==> src/rtl/sensor_event_gen_pkg.sv <==
// rtl/sensor_event_gen_pkg.sv - event codes and FSM state encodings for sensor_event_gen
package sensor_event_gen_pkg;

   typedef enum logic [1:0] {
      EVT_PRESS  = 2'd0,
      EVT_SHORT  = 2'd1,
      EVT_LONG   = 2'd2,
      EVT_REPEAT = 2'd3
   } evt_code_t;

   typedef enum logic [1:0] {
      ST_WAIT_LOW  = 2'd0,
      ST_IDLE      = 2'd1,
      ST_HELD      = 2'd2,
      ST_LONG_HELD = 2'd3
   } state_t;

   function automatic int cnt_width(input int max_val);
      return (max_val > 1) ? $clog2(max_val) : 1;
   endfunction

endpackage

==> src/rtl/sensor_event_gen_if.sv <==
// rtl/sensor_event_gen_if.sv - valid/ready event channel between sensor_event_gen and its consumer
interface sensor_event_gen_if;

   logic       evt_valid;
   logic [1:0] evt_code;
   logic       evt_ready;

   modport master (output evt_valid, output evt_code, input evt_ready);
   modport slave  (input evt_valid, input evt_code, output evt_ready);

endinterface

==> src/rtl/sensor_event_gen_tick_prescaler.sv <==
// rtl/sensor_event_gen_tick_prescaler.sv - free-running tick divider with synchronous clear
module tick_prescaler
   import sensor_event_gen_pkg::*;
#(
   parameter int TICK_DIV = 4
) (
   input  logic clk,
   input  logic reset,
   input  logic clear,
   output logic tick
);

   localparam int            CW   = cnt_width(TICK_DIV);
   localparam logic [CW-1:0] LAST = CW'(TICK_DIV - 1);

   logic [CW-1:0] cnt;

   always_ff @(posedge clk) begin
      if (reset || clear) begin
         cnt <= '0;
      end else if (cnt == LAST) begin
         cnt <= '0;
      end else begin
         cnt <= cnt + CW'(1);
      end
   end

   assign tick = (cnt == LAST);

endmodule

==> src/rtl/sensor_event_gen.sv <==
// rtl/sensor_event_gen.sv - classifies debounced sensor activations into PRESS/SHORT/LONG/REPEAT events
module sensor_event_gen
   import sensor_event_gen_pkg::*;
#(
   parameter int TICK_DIV     = 4,
   parameter int LONG_TICKS   = 5,
   parameter int REPEAT_TICKS = 3
) (
   input  logic                 clk,
   input  logic                 reset,
   input  logic                 sensor_db,
   sensor_event_gen_if.master   evt,
   output logic                 held,
   output logic                 evt_overrun
);

   localparam int            HW        = cnt_width(LONG_TICKS + 1);
   localparam int            RW        = cnt_width(REPEAT_TICKS + 1);
   localparam logic [HW-1:0] HOLD_LAST = HW'(LONG_TICKS - 1);
   localparam logic [RW-1:0] REP_LAST  = RW'(REPEAT_TICKS - 1);

   state_t        state, state_n;
   logic [HW-1:0] hold_cnt, hold_n;
   logic [RW-1:0] rep_cnt, rep_n;
   logic          tick;
   logic          presc_clear;
   logic          new_evt;
   evt_code_t     new_code;
   logic          evt_valid_q;
   logic [1:0]    evt_code_q;

   tick_prescaler #(.TICK_DIV(TICK_DIV)) u_presc (
      .clk   (clk),
      .reset (reset),
      .clear (presc_clear),
      .tick  (tick)
   );

   always_ff @(posedge clk) begin
      if (reset) begin
         state    <= ST_WAIT_LOW;
         hold_cnt <= '0;
         rep_cnt  <= '0;
      end else begin
         state    <= state_n;
         hold_cnt <= hold_n;
         rep_cnt  <= rep_n;
      end
   end

   // A release is checked before the tick so a same-cycle release always wins.
   always_comb begin
      state_n     = state;
      hold_n      = hold_cnt;
      rep_n       = rep_cnt;
      new_evt     = 1'b0;
      new_code    = EVT_PRESS;
      presc_clear = 1'b0;
      case (state)
         ST_WAIT_LOW: begin
            if (!sensor_db) state_n = ST_IDLE;
         end
         ST_IDLE: begin
            if (sensor_db) begin
               state_n     = ST_HELD;
               new_evt     = 1'b1;
               new_code    = EVT_PRESS;
               presc_clear = 1'b1;
               hold_n      = '0;
            end
         end
         ST_HELD: begin
            if (!sensor_db) begin
               state_n  = ST_IDLE;
               new_evt  = 1'b1;
               new_code = EVT_SHORT;
            end else if (tick) begin
               hold_n = hold_cnt + HW'(1);
               if (hold_cnt == HOLD_LAST) begin
                  state_n  = ST_LONG_HELD;
                  new_evt  = 1'b1;
                  new_code = EVT_LONG;
                  rep_n    = '0;
               end
            end
         end
         ST_LONG_HELD: begin
            if (!sensor_db) begin
               state_n = ST_IDLE;
            end else if (tick) begin
               if (rep_cnt == REP_LAST) begin
                  new_evt  = 1'b1;
                  new_code = EVT_REPEAT;
                  rep_n    = '0;
               end else begin
                  rep_n = rep_cnt + RW'(1);
               end
            end
         end
         default: state_n = ST_WAIT_LOW;
      endcase
   end

   // One-entry holding register: an event arriving while the slot is stuck is lost.
   always_ff @(posedge clk) begin
      if (reset) begin
         evt_valid_q <= 1'b0;
         evt_code_q  <= 2'd0;
         evt_overrun <= 1'b0;
      end else if (new_evt) begin
         if (!evt_valid_q || evt.evt_ready) begin
            evt_valid_q <= 1'b1;
            evt_code_q  <= new_code;
         end else begin
            evt_overrun <= 1'b1;
         end
      end else if (evt.evt_ready) begin
         evt_valid_q <= 1'b0;
      end
   end

   assign evt.evt_valid = evt_valid_q;
   assign evt.evt_code  = evt_code_q;
   assign held          = (state == ST_HELD) || (state == ST_LONG_HELD);

endmodule

==> src/flat_wrapper.sv <==
// flat-port wrapper written by rule: the top's interface ports become plain ports
module sensor_event_gen_flat import sensor_event_gen_pkg::*;
#(
   parameter int TICK_DIV     = 4,
   parameter int LONG_TICKS   = 5,
   parameter int REPEAT_TICKS = 3
)
  (clk, reset, sensor_db, held, evt_overrun, evt_evt_valid, evt_evt_code, evt_evt_ready);
  sensor_event_gen_if evt_i ();
  input  logic clk;
  input  logic reset;
  input  logic sensor_db;
  output logic held;
  output logic evt_overrun;
  output wire logic [$bits(evt_i.evt_valid)-1:0] evt_evt_valid;
  output wire logic [$bits(evt_i.evt_code)-1:0] evt_evt_code;
  input wire logic [$bits(evt_i.evt_ready)-1:0] evt_evt_ready;
  assign evt_evt_valid = evt_i.evt_valid;
  assign evt_evt_code = evt_i.evt_code;
  assign evt_i.evt_ready = evt_evt_ready;
  sensor_event_gen #(.TICK_DIV(TICK_DIV), .LONG_TICKS(LONG_TICKS), .REPEAT_TICKS(REPEAT_TICKS)) u_core (.clk(clk), .reset(reset), .sensor_db(sensor_db), .evt(evt_i), .held(held), .evt_overrun(evt_overrun));
endmodule
==> config.mk <==
export PLATFORM = sky130hd
export DESIGN_NAME = sensor_event_gen_flat
export DESIGN_NICKNAME = d
export VERILOG_FILES = /design/src/rtl/sensor_event_gen_pkg.sv /design/src/rtl/sensor_event_gen_if.sv /design/src/rtl/sensor_event_gen_tick_prescaler.sv /design/src/rtl/sensor_event_gen.sv /design/src/flat_wrapper.sv
export SDC_FILE = /design/constraint.sdc
export NUM_CORES = 1
export LEC_CHECK = 0
export BUFFER_PORTS_ARGS = -buffer_cell sky130_fd_sc_hd__buf_2
export CAP_MARGIN = 20
export CORE_MARGIN = 2
export CORE_UTILIZATION = 45
export CTS_CLUSTER_SIZE = 14
export DETAILED_ROUTE_END_ITERATION = 8
export PLACE_DENSITY = 0.62
export SLEW_MARGIN = 30
export SYNTH_ARGS = -nofsm -noshare
export SYNTH_HDL_FRONTEND = slang
export SYNTH_SLANG_ARGS = --single-unit
==> constraint.sdc <==
create_clock -name clk -period 2 [get_ports clk]
set_clock_uncertainty 0.05 [all_clocks]
set_input_delay 0 -clock clk [delete_from_list [all_inputs] [get_ports clk]]
set_output_delay 0 -clock clk [all_outputs]
set_load 0.02 [all_outputs]
# --- Word-level counts from Yosys, hierarchy flattened ---
# Index checks and enable logic that the tools add are counted.
totals:
  rom_bits: 0
  ff_bits: 13
  out_inout_bits: 5
  mem_count: 0
  inputBits: 4
  ram_bits: 0
  latchBits: 0
  elab_cells: 79
classes:
  div: 0
  magnitude_cmp: 0
  reduce_logical: 16
  bitwise_logic: 1
  n_eq_ne: 16
  shifts: 0
  multipliers: 0
  mux: 36
  addsub: 3
ops:
  columns: ["op", "n"]
  rows:
  - ["2-bit 2-to-1 mux", 17]
  - ["1-bit 2-to-1 mux", 11]
  - ["2-bit inequality test (second input constant)", 5]
  - ["3-bit 2-to-1 mux", 3]
  - ["2-bit equality test (second input constant)", 4]
  - ["2-bit one-hot mux with 2 select lines", 2]
  - ["4-bit AND reduction", 2]
  - ["2-bit by 1-bit inequality test with 1-bit output (second input constant)", 3]
  - ["3-bit by 2-bit inequality test with 1-bit output (second input constant)", 2]
  - ["2-bit one-hot mux with 3 select lines", 1]
  - ["3-bit one-hot mux with 2 select lines", 1]
  - ["2-bit AND reduction", 3]
  - ["6-bit AND reduction", 1]
  - ["2-bit nonzero test", 3]
  - ["2-bit by 1-bit adder with 2-bit output (second input constant)", 2]
  - ["2-bit OR reduction", 2]
  - ["3-bit by 1-bit adder with 3-bit output (second input constant)", 1]
  - ["3-bit equality test (second input constant)", 1]
  - ["1-bit logical OR", 3]
  - ["1-bit one-hot mux with 3 select lines", 1]
  - ["2-bit by 1-bit equality test with 1-bit output (second input constant)", 1]
  - ["2-bit zero test", 1]
  - ["1-bit zero test", 1]
  - ["1-bit NOT", 1]

# --- Depth between registers and ports, before layout ---
logic_depth:
  word_depth: 7
  depth_mapped: 7
  ltp_nobuf: 6

# --- By module ---
# Synthesis repeated with hierarchy kept, for this count alone.
unflattened:
  hier_cells: 83
  hier_area_um2: 767.0
modules_own_cells:
  columns: ["module", "cells_per_inst", "instances", "seq_area_each_um2", "area_each_um2"]
  rows:
  - ["sensor_event_gen", 78, 1, 220.2, 686.9]
  - ["tick_prescaler", 5, 1, 40.0, 80.1]

# --- Worst setup path after synthesis ---
# No wires, ideal clock.
synth_timing:
  path_type: "register to register"
  from: "reg u_core.state[0]"
  to: "reg u_core.hold_cnt[2]"
  n_path_buf: 1
  required_time_ns: 1.815
  arrival_ns: 1.285
  slack_ns: 0.530
  path_stages_with_launch: 8
  setup_ns: 0.135
  period_less_slack_ns: 1.470
  cell_sequence: "dfxtp_1 inv_1 ha_1 buf_6 mux2_4 nand3_2 xor2_1 a211oi_1"
synth_between:
  elab_chain_cells: 3
  word_cells_on_any_way: 8
  cone_classes: "eq/ne: 5; mux: 1; reduce/logical: 2"
synth_rtl:
  columns: ["item", "line", "rtl"]
  rows:
  - ["start, declared", "sensor_event_gen.sv:22", "state_t state, state_n;"]
  - ["start signal, assigned", "sensor_event_gen.sv:45", "state <= state_n;"]
  - ["2-bit equality test / 2-bit by 1-bit equality test with 1-bit output (equally long branches)", "sensor_event_gen.sv:59", "case (state)"]
  - ["2-bit by 1-bit inequality test with 1-bit output (no source line), or another cell as far along", null, null]
  - ["4-bit AND reduction (no source line)", null, null]
  - ["end signal, assigned", "sensor_event_gen.sv:46", "hold_cnt <= hold_n;"]
  - ["end, declared", "sensor_event_gen.sv:23", "logic [HW-1:0] hold_cnt, hold_n;"]
# Several ways; a longest one is shown, not always the timed one.
# A chain may end at the register's enable or synchronous reset.

# --- Worst setup path in the final report ---
layout_timing:
  from: "reg u_core.state[0]"
  to: "reg u_core.evt_overrun"
layout_between:
  elab_chain_cells: 3
  word_cells_on_any_way: 5
  cone_classes: "eq/ne: 3; mux: 1; reduce/logical: 1"
layout_rtl:
  columns: ["item", "line", "rtl"]
  rows:
  - ["2-bit equality test / 2-bit by 1-bit equality test with 1-bit output (equally long branches)", "sensor_event_gen.sv:59", null]
  - ["1-bit one-hot mux with 3 select lines *", "sensor_event_gen.sv:59", null]
  - ["2-bit AND reduction (no source line) *", null, null]
  - ["end signal, assigned", "sensor_event_gen.sv:109", "evt_overrun <= 1'b0;"]
  - ["end signal, assigned", "sensor_event_gen.sv:115", "evt_overrun <= 1'b1;"]
  - ["end, declared", "sensor_event_gen.sv:14", "output logic evt_overrun"]
# Every way passes the cells marked *; elsewhere a longest branch is shown, timed or not.

==> flow_summary.json <==
{
  "multi_input_area_um2": 466.7,
  "start_util_pct": 46.59,
  "power_density_nw_per_um2": 882.5,
  "num_rows": 15,
  "hp-class": "in -> reg",
  "p_leak_nw": 0.3426,
  "status": "complete, no violations",
  "overflow": 0,
  "dpl.hpwl_um": 998.5,
  "relSlewSlack_pct": 72.52,
  "core_area_um2": 1689,
  "crit_required_ns": 2.14,
  "worstMarginPinSlew_ns": 0.4122,
  "max-vdd-ir-drop_uv": 577.9,
  "io_pins": 9,
  "clk_latency_ns": 0.27,
  "drive_gt1_share_pct": 22.47,
  "syn_inst": 81,
  "cts_buffers": 3,
  "rsz0062_at_grt": "no",
  "cts_sinks": 13,
  "syn-num-nets": 92,
  "synth_edf_count": 0,
  "die_h_um": 45.82,
  "syn_area_um2": 787.0,
  "avgSynthCellArea_um2": 9.716,
  "yosys_warnings": 0,
  "ys_async_sr_fraction_pct": 0,
  "grt_antenna_before_repair": 0,
  "wl_per_cell_um": 12.27,
  "fmax_mhz": 584.8,
  "period_share_pct": 85.49,
  "gp_congestion": 0.7371,
  "cts_tree": "built",
  "drt_iter0_markers": 6,
  "ctsLongestPathBuffers": 2,
  "drv_cap": 0,
  "postCtsResizedCells": 0,
  "final_antenna_net_count": 0,
  "setup_viol": 0,
  "layout.cells.most_common": "dfxtp_1",
  "fillerInstances": 178,
  "drc_errors": 0,
  "wirelength_mm": 1.301,
  "worstSetupEndpointType": "register",
  "die_w_um": 45.82,
  "cts_max_level": 1,
  "grt_max_degree": 16,
  "grt_pass1_wl_mm": 2.035,
  "layout_common_cells": "dfxtp_1 (13), buf_2 (8), inv_1 (7), ha_1 (7), nor2_1 (5)",
  "postCtsHoldBufs": 0,
  "drt_pass1_iterations": 3,
  "seq_area_um2": 260.3,
  "maxSlewViolCount": 0,
  "cp_max_fo": 10,
  "ys_seq_area_share_pct": 33.07,
  "hold_viol": 0,
  "fin_ws_ns": 0.2901,
  "area_growth_pct": 6.836,
  "grt.total_usage_pct": 13.78,
  "grt_pass1_vias": 479,
  "place_worst_setup_slack_ns": 0.3097,
  "worstPathArrival_ns": 1.85,
  "crit_type": "reg -> reg",
  "fin_tns_setup_ns": 0,
  "via_per_inst": 5.538,
  "diodes": 0,
  "die_area_um2": 2099,
  "cts.clk_slew.worst_paths_ns": 0.08,
  "routed-via-count": 587,
  "clockRootBuffer": "clkbuf_4",
  "post-route-min-period_ns": 1.710,
  "cts_setup_buffers": 0,
  "start_kind": "register",
  "fin_nets": 101,
  "ys_dominant_reg_cell": "dfxtp_1",
  "portBuffers": 8,
  "ys_types": 38,
  "ys_seq_elements": 13
}
==> worst max-delay path: stages (launching register included) <==
cell and delay, ns:
dfxtp_1 0.33, inv_1 0.10, ha_1 0.42, inv_1 0.17, o22ai_2 0.25, o21bai_1 0.13, o31ai_1 0.18
==> worst paths after layout <==
path / startpoint / end / slack [ns] / cells after the start
worst min-delay path: evt_evt_ready / u_core.evt_overrun / 0.009 / 3
worst max-delay path: u_core.state[0] / u_core.evt_overrun / 0.29 / 6
worst max register to register: u_core.state[0] / u_core.evt_overrun / 0.29 / 6
worst min register to register: u_core.u_presc.cnt[0] / u_core.u_presc.cnt[0] / 0.39 / 1
==> through the flow <==
stage | instance area [um^2] | utilization (%) | hold WS (ns) | total power, mW | cells
floorplan | 787.0 | - | 0.02748 | 0.5400 | 81
global placement | 814.5 | 48.22 | 0.2890 | 0.5819 | 102
detailed placement | 814.5 | 48.22 | 0.2953 | 0.5864 | 102
CTS | 840.8 | 49.78 | 0.006310 | 0.7482 | 106
global route | 840.8 | 49.78 | 0.01255 | 0.7874 | 106
finish | 840.8 | 49.78 | 0.008847 | 0.7420 | 106
==> registers in the layout, indices dropped and copies added (netlist names) <==
register / cells
u_core.evt.evt_valid: 1
u_core.evt_overrun: 1
u_core.evt.evt_code: 2
u_core.state: 2
u_core.rep_cnt: 2
u_core.hold_cnt: 3
u_core.u_presc.cnt: 2
==> metal layers <==
metal | global-route usage (%) | up-vias | routed length, um
li1 | - | 304 | -
met2 | 20.28 | 9 | 556
met4 | 8.571 | 0 | 32
met5 | 0 | - | 0
met3 | 2.381 | 5 | 35
met1 | 18.47 | 269 | 676
==> final cells by class <==
class / instances / area share [%]
clock buffers: 4 / 3.125
inverters: 7 / 3.125
multi-input cells: 57 / 55.51
flip-flops and latches: 13 / 30.95
well taps: 17 / 2.530
repair buffers: 8 / 4.762
==> cells in the mapped netlist (all sizes together), types with 3 or more instances <==
cell type | number | share of area [%]
mux2i | 3 | 3.8
nand3 | 4 | 3.2
nand2b | 4 | 3.2
a22oi | 3 | 2.9
o21ai | 3 | 2.4
ha | 7 | 11
nor2 | 5 | 2.4
inv | 7 | 3.3
buf | 3 | 3.8
nand2 | 4 | 2.2
dfxtp | 13 | 33
==> cell families (layout without fill, tap and decap cells) <==
kind of cell               Yosys count  in the layout  share of synthesized area (%)
and+or+nand+nor                     23             23                          16.38
DFF                                 13             13                          33.07
adders and majority gates            7              7                          11.13
muxes                                4              4                          5.723
AOI/OAI and AO/OA                   22             22                          24.96
buffers and inverters               11             19                          7.631
xor gates and xnor gates             1              1                          1.113
==> power breakdown <==
group          switching, mW  internal (mW)  total [mW]  leakage [nW]
registers             0.0174          0.287       0.304         0.106
clock network         0.0841         0.0772       0.161        0.0150
logic                  0.160          0.116       0.276         0.222
total                  0.261          0.481       0.742         0.343
No activity file was read; power rests on OpenSTA's default activity.
